--- src/rtl/charge_mode_ctrl_if.sv ---
// Control and status bundle between the start/stop logic, the charge sequencer
// and the averaging filter that consumes the regulation window.
interface charge_mode_ctrl_if;
  logic        start;
  logic        stop;
  logic        tick;
  logic [11:0] v_ave;
  logic [11:0] i_ave;
  logic [11:0] win_max;
  logic [11:0] win_min;
  logic        fb_sel;
  logic        pwm_en;
  logic [2:0]  state_o;
  logic        done;
  logic        fault;

  modport master (
    output start, stop, tick, v_ave, i_ave,
    input  win_max, win_min, fb_sel, pwm_en, state_o, done, fault
  );

  modport slave (
    input  start, stop, tick, v_ave, i_ave,
    output win_max, win_min, fb_sel, pwm_en, state_o, done, fault
  );
endinterface

--- src/rtl/charge_mode_ctrl.sv ---
// CC->CV battery charge sequencer: soft-start ramp, CC/CV regulation windows,
// handover/termination dwell qualification, over-voltage and timeout trips.
module charge_mode_ctrl #(
  parameter logic [11:0] I_CC     = 12'd1200,
  parameter logic [11:0] I_WIN    = 12'd40,
  parameter logic [11:0] V_CV     = 12'd2450,
  parameter logic [11:0] V_WIN    = 12'd50,
  parameter logic [11:0] I_TERM   = 12'd120,
  parameter logic [11:0] V_OVP    = 12'd2700,
  parameter logic [11:0] SS_START = 12'd64,
  parameter logic [11:0] SS_STEP  = 12'd16,
  parameter logic [3:0]  DWELL    = 4'd8,
  parameter logic [19:0] TIMEOUT  = 20'd600000
) (
  input logic               clk_1M,
  input logic               rst_n,
  charge_mode_ctrl_if.slave bus
);

  typedef enum logic [2:0] {
    IDLE  = 3'd0,
    SOFT  = 3'd1,
    CC    = 3'd2,
    CV    = 3'd3,
    DONE  = 3'd4,
    FAULT = 3'd5
  } state_t;

  state_t      state_reg;
  logic [11:0] target_reg;
  logic [3:0]  dwell_reg;
  logic [19:0] tcnt_reg;
  logic [11:0] win_max_reg;
  logic [11:0] win_min_reg;
  logic        fb_sel_reg;
  logic        pwm_en_reg;
  logic        done_reg;
  logic        fault_reg;

  logic [12:0] ramp_sum;
  logic        ramp_done;
  logic [4:0]  dwell_inc;
  logic        dwell_full;
  logic [19:0] tcnt_inc;
  logic        active;
  logic        ovp_hit;
  logic        tmo_hit;
  logic        cc_qual;
  logic        cv_qual;

  // Window edges saturate instead of wrapping so the filter never sees an
  // inverted or aliased band near the ends of the ADC range.
  function automatic logic [11:0] win_hi(input logic [11:0] center, input logic [11:0] half);
    logic [12:0] sum;
    sum = {1'b0, center} + {1'b0, half};
    return sum[12] ? 12'hFFF : sum[11:0];
  endfunction

  function automatic logic [11:0] win_lo(input logic [11:0] center, input logic [11:0] half);
    logic [12:0] diff;
    diff = {1'b0, center} - {1'b0, half};
    return diff[12] ? 12'd0 : diff[11:0];
  endfunction

  always_comb begin
    ramp_sum   = {1'b0, target_reg} + {1'b0, SS_STEP};
    ramp_done  = (ramp_sum >= {1'b0, I_CC});
    dwell_inc  = {1'b0, dwell_reg} + 5'd1;
    dwell_full = (dwell_inc >= {1'b0, DWELL});
    tcnt_inc   = tcnt_reg + 20'd1;
    active     = (state_reg == SOFT) || (state_reg == CC) || (state_reg == CV);
    ovp_hit    = active && bus.tick && (bus.v_ave >= V_OVP);
    tmo_hit    = active && bus.tick && (tcnt_inc >= TIMEOUT);
    cc_qual    = (bus.v_ave >= V_CV);
    cv_qual    = (bus.i_ave <= I_TERM);
  end

  always_ff @(posedge clk_1M or negedge rst_n) begin
    if (!rst_n) begin
      state_reg   <= IDLE;
      target_reg  <= 12'd0;
      dwell_reg   <= 4'd0;
      tcnt_reg    <= 20'd0;
      win_max_reg <= 12'd0;
      win_min_reg <= 12'd0;
      fb_sel_reg  <= 1'b1;
      pwm_en_reg  <= 1'b0;
      done_reg    <= 1'b0;
      fault_reg   <= 1'b0;
    end else if (bus.stop) begin
      state_reg   <= IDLE;
      win_max_reg <= 12'd0;
      win_min_reg <= 12'd0;
      fb_sel_reg  <= 1'b1;
      pwm_en_reg  <= 1'b0;
      done_reg    <= 1'b0;
      fault_reg   <= 1'b0;
    end else if (ovp_hit || tmo_hit) begin
      state_reg  <= FAULT;
      pwm_en_reg <= 1'b0;
      done_reg   <= 1'b0;
      fault_reg  <= 1'b1;
    end else begin
      if (active && bus.tick) begin
        tcnt_reg <= tcnt_inc;
      end
      case (state_reg)
        IDLE, DONE: begin
          if (bus.start) begin
            state_reg   <= SOFT;
            target_reg  <= SS_START;
            dwell_reg   <= 4'd0;
            tcnt_reg    <= 20'd0;
            win_max_reg <= win_hi(SS_START, I_WIN);
            win_min_reg <= win_lo(SS_START, I_WIN);
            fb_sel_reg  <= 1'b1;
            pwm_en_reg  <= 1'b1;
            done_reg    <= 1'b0;
          end
        end
        SOFT: begin
          if (bus.tick) begin
            if (ramp_done) begin
              state_reg   <= CC;
              target_reg  <= I_CC;
              win_max_reg <= win_hi(I_CC, I_WIN);
              win_min_reg <= win_lo(I_CC, I_WIN);
            end else begin
              target_reg  <= ramp_sum[11:0];
              win_max_reg <= win_hi(ramp_sum[11:0], I_WIN);
              win_min_reg <= win_lo(ramp_sum[11:0], I_WIN);
            end
          end
        end
        CC: begin
          // Handover needs DWELL consecutive ticks at or above the CV target.
          if (bus.tick) begin
            if (!cc_qual) begin
              dwell_reg <= 4'd0;
            end else if (dwell_full) begin
              state_reg   <= CV;
              dwell_reg   <= 4'd0;
              fb_sel_reg  <= 1'b0;
              win_max_reg <= win_hi(V_CV, V_WIN);
              win_min_reg <= win_lo(V_CV, V_WIN);
            end else begin
              dwell_reg <= dwell_inc[3:0];
            end
          end
        end
        CV: begin
          if (bus.tick) begin
            if (!cv_qual) begin
              dwell_reg <= 4'd0;
            end else if (dwell_full) begin
              state_reg  <= DONE;
              dwell_reg  <= 4'd0;
              pwm_en_reg <= 1'b0;
              done_reg   <= 1'b1;
            end else begin
              dwell_reg <= dwell_inc[3:0];
            end
          end
        end
        FAULT: begin
          state_reg <= FAULT;
        end
        default: begin
          state_reg   <= IDLE;
          win_max_reg <= 12'd0;
          win_min_reg <= 12'd0;
          fb_sel_reg  <= 1'b1;
          pwm_en_reg  <= 1'b0;
          done_reg    <= 1'b0;
          fault_reg   <= 1'b0;
        end
      endcase
    end
  end

  assign bus.win_max = win_max_reg;
  assign bus.win_min = win_min_reg;
  assign bus.fb_sel  = fb_sel_reg;
  assign bus.pwm_en  = pwm_en_reg;
  assign bus.state_o = state_reg;
  assign bus.done    = done_reg;
  assign bus.fault   = fault_reg;

endmodule

--- src/flat_wrapper.sv ---
// flat-port wrapper written by rule: the top's interface ports become plain ports
module charge_mode_ctrl_flat 
#(
  parameter logic [11:0] I_CC     = 12'd1200,
  parameter logic [11:0] I_WIN    = 12'd40,
  parameter logic [11:0] V_CV     = 12'd2450,
  parameter logic [11:0] V_WIN    = 12'd50,
  parameter logic [11:0] I_TERM   = 12'd120,
  parameter logic [11:0] V_OVP    = 12'd2700,
  parameter logic [11:0] SS_START = 12'd64,
  parameter logic [11:0] SS_STEP  = 12'd16,
  parameter logic [3:0]  DWELL    = 4'd8,
  parameter logic [19:0] TIMEOUT  = 20'd600000
)
  (clk_1M, rst_n, bus_start, bus_stop, bus_tick, bus_v_ave, bus_i_ave, bus_win_max, bus_win_min, bus_fb_sel, bus_pwm_en, bus_state_o, bus_done, bus_fault);
  charge_mode_ctrl_if bus_i ();
  input logic clk_1M;
  input logic rst_n;
  input wire logic [$bits(bus_i.start)-1:0] bus_start;
  input wire logic [$bits(bus_i.stop)-1:0] bus_stop;
  input wire logic [$bits(bus_i.tick)-1:0] bus_tick;
  input wire logic [$bits(bus_i.v_ave)-1:0] bus_v_ave;
  input wire logic [$bits(bus_i.i_ave)-1:0] bus_i_ave;
  output wire logic [$bits(bus_i.win_max)-1:0] bus_win_max;
  output wire logic [$bits(bus_i.win_min)-1:0] bus_win_min;
  output wire logic [$bits(bus_i.fb_sel)-1:0] bus_fb_sel;
  output wire logic [$bits(bus_i.pwm_en)-1:0] bus_pwm_en;
  output wire logic [$bits(bus_i.state_o)-1:0] bus_state_o;
  output wire logic [$bits(bus_i.done)-1:0] bus_done;
  output wire logic [$bits(bus_i.fault)-1:0] bus_fault;
  assign bus_i.start = bus_start;
  assign bus_i.stop = bus_stop;
  assign bus_i.tick = bus_tick;
  assign bus_i.v_ave = bus_v_ave;
  assign bus_i.i_ave = bus_i_ave;
  assign bus_win_max = bus_i.win_max;
  assign bus_win_min = bus_i.win_min;
  assign bus_fb_sel = bus_i.fb_sel;
  assign bus_pwm_en = bus_i.pwm_en;
  assign bus_state_o = bus_i.state_o;
  assign bus_done = bus_i.done;
  assign bus_fault = bus_i.fault;
  charge_mode_ctrl #(.I_CC(I_CC), .I_WIN(I_WIN), .V_CV(V_CV), .V_WIN(V_WIN), .I_TERM(I_TERM), .V_OVP(V_OVP), .SS_START(SS_START), .SS_STEP(SS_STEP), .DWELL(DWELL), .TIMEOUT(TIMEOUT)) u_core (.clk_1M(clk_1M), .rst_n(rst_n), .bus(bus_i));
endmodule
--- config.mk ---
export PLATFORM = sky130hd
export DESIGN_NAME = charge_mode_ctrl_flat
export DESIGN_NICKNAME = d
export VERILOG_FILES = /design/src/rtl/charge_mode_ctrl_if.sv /design/src/rtl/charge_mode_ctrl.sv /design/src/flat_wrapper.sv
export SDC_FILE = /design/constraint.sdc
export NUM_CORES = 1
export LEC_CHECK = 0
export CORE_UTILIZATION = 35
export DETAILED_ROUTE_END_ITERATION = 7
export PLACE_DENSITY = 0.57
export SLEW_MARGIN = 25
export SYNTH_ARGS = -nofsm -noshare
export SYNTH_HDL_FRONTEND = slang
export SYNTH_SLANG_ARGS = --single-unit
--- constraint.sdc ---
create_clock -name clk_1M -period 6.1 [get_ports clk_1M]
set_input_delay 1.22 -clock clk_1M [delete_from_list [all_inputs] [get_ports clk_1M]]
set_output_delay 1.22 -clock clk_1M [all_outputs]
set_load 0.01 [all_outputs]
==> flow_summary.yaml <==
clock_network:
  root_buffer: "clkbuf_16"
  clkSinkCount: 60
  cts_max_level: 3
  cts_tree: "built"
  post-cts-setup-buffer-count: 0
  clk_pin_slew_ns: 0.05
  insertion_delay_ns: 0.34
  cts_resized: 0
  cts_buffer_depth: 2
  numCtsBuffers: 9
  cts_hold_buf: 0
placement:
  place.gp.congestion: 0.934
  portBuffers: 58
  hpwl_microns: 8370
power:
  leakagePower_nw: 2.09
  combPwrFrac: 0.371
  total_power_mw: 1.91
  seqPwrFrac: 0.313
  p_clk_frac: 0.315
  intPower_mw: 1.21
  power.density_nw_per_um2: 357
  peakVddDrop_mv: 0.167
  p_sw_frac: 0.364
  p_sw_mw: 0.694
setup_path:
  arrival_ns: 4.23
  crit_path_end_kind: "register"
  start_kind: "input port"
  critPathMaxFanout: 16
  crit_required_ns: 6.31
  critPathKind: "in2reg"
detailed_routing:
  postRouteAntennaNets: 0
  post_drt_wl_per_cell_microns: 16.8
  wl_microns: 11900
  drt_iter0_markers: 327
  drc: 0
  firstDrtPassIters: 5
  viasPerCell: 5.69
  vias: 4043
sta:
  tightest_slew_ns: 0.911
  max_freq_mhz: 249
  fin_skew_ns: 0.00869
  finalMaxSlewViolations: 0
  min_period_ns: 4.02
  period_share: 0.659
  relSlewSlack: 0.390
  tns_ns: 0
  finalHoldViolCount: 0
  setup_violations: 0
  rsz0062_at_grt: "false"
global_route:
  grt-ovfl-total: 0
  grt_usage: 0.199
  grt_pass1_vias: 3939
  grt_pass1_wl_microns: 20400
  antenna_found_initial: 0
  grt_max_degree: 61
synth:
  syn_nets: 545
  synth.avg_cell_area_sq_um: 8.64
  netlist_instances: 509
  synth_ff_type: "dfrtp_1"
  yosysSeqAreaShare: 0.342
  yosysUniqueCellTypes: 73
  synth_edf_count: 0
  yosysWarnings: 0
  synth-seq-cells: 60
  synthesis.area_sq_um: 4400
  ys_async_sr_fraction: 1.00
layout:
  largest_reg_flops: 20
  drive_gt1_frac: 0.107
  syn2layout_area_growth_pct: 21.4
  nNetsFinal: 574
  diodes: 0
die:
  die_h_microns: 114
  core_area_sq_um: 12100
  io_pins: 60
  die-area_sq_um: 13000
  chipWidth_microns: 114
  initial_utilization: 0.363
  fp-row-count: 40
worst_hold_path:
  hp-class: "reg2reg"
run:
  max-cap-violations: 0
status:
  status: "complete, no violations"
==> layer usage <==
layer | GRT usage | vias up | share of wire
met5 | 0 | - | 0
li1 | - | 1930 | -
met2 | 0.296 | 140 | 0.43
met1 | 0.283 | 1957 | 0.48
met3 | 0.0312 | 16 | 0.055
met4 | 0.0944 | 0 | 0.026
==> worst max-delay path, cell delays in order <==
cell             delay (ns)
clkdlybuf4s50_1        0.42
a2111oi_0              0.44
nor2_1                 0.09
a21oi_1                0.36
nand2_1                0.09
o21ai_0                0.35
a31o_4                 0.35
nand2b_1               0.43
o41ai_1                0.48
==> area by class of cell <==
class	count	area (sq um)
clock buffer	10	239
clock inverter	6	111
fill	1183	6770
inverter	7	26.3
multi-input combinational	399	2650
sequential	60	1500
tap	168	210
timing repair buffer	61	598
==> power groups by stage <==
stage	sequential, mW	combinational [mW]	clock [mW]
finish	0.597	0.708	0.601
global route	0.611	0.777	0.637
CTS	0.595	0.709	0.612
detailed placement	0.601	0.704	0
global placement	0.599	0.699	0
floorplan	0.549	0.517	0
==> logic make-up (layout without fill, tap and decap cells) <==
kind of cell    after synthesis  count (layout)  synth area share
xor+xnor                     17              17            0.0373
simple gates                204             204             0.244
buf+inv                      50              84            0.0578
compound gates              153             153             0.243
mux                          18              18            0.0566
flops                        60              60             0.342
fa+ha+maj                     7               7            0.0199
==> worst paths after layout <==
kind,startpoint,endpoint,slack (ns),cells after the start
min in group asynchronous,rst_n,u_core.bus.win_max[11],1.04,2
worst min-delay path,u_core.bus.win_min[9],u_core.bus.win_min[9],0.51,1
worst max register to register,u_core.tcnt_reg[0],u_core.bus.win_max[11],2.46,9
max in group asynchronous,rst_n,u_core.tcnt_reg[6],4.53,2
worst min register to register,u_core.bus.win_min[9],u_core.bus.win_min[9],0.51,1
worst max-delay path,bus_v_ave[3],u_core.tcnt_reg[12],2.08,9
==> metrics by stage <==
stage,utilization,hold WS (ns),std cells,area [sq um],worst slack [ns]
3_5_place_dp,0.412,0.496,695,4990,1.70
2_1_floorplan,-,0.477,509,4400,3.01
3_3_place_gp,0.412,0.484,695,4990,1.73
6_report,0.441,0.509,711,5340,2.08
5_1_grt,0.441,0.531,711,5340,1.75
4_1_cts,0.441,0.512,711,5340,2.04
==> synth_stat cells, drive strengths merged, types with 3 or more instances <==
master	n	share of area
dfrtp	59	0.34
buf	19	0.031
a22o	11	0.022
xnor2	12	0.024
and3	6	0.0085
nand3	21	0.025
nor2	41	0.035
nor3	16	0.019
and2	13	0.018
mux2	16	0.052
or3	11	0.017
a21oi	23	0.029
nand2b	8	0.013
o211ai	4	0.0068
a21o	11	0.019
nand4	12	0.020
nor2b	3	0.0043
xor2	5	0.013
clkbuf	24	0.020
o21ai	37	0.042
nand2	52	0.044
o2bb2ai	3	0.0060
nor4	3	0.0057
inv	7	0.0060
nor3b	3	0.0051
o31ai	21	0.037
or2	4	0.0057
a31oi	9	0.013
a31o	3	0.0080
ha	7	0.020
and4	3	0.0063
o41ai	6	0.012
==> cell usage in the layout (no fill, tap or decap), drive strengths merged, types with 13 or more instances in the layout <==
cell type,n
nor2,41
nor3,16
nand3,21
and2,13
a21oi,23
nand2,52
o21ai,37
dfrtp,59
o31ai,21
clkdlybuf4s50,57
mux2,16
Power figures use the tool's default switching activity.
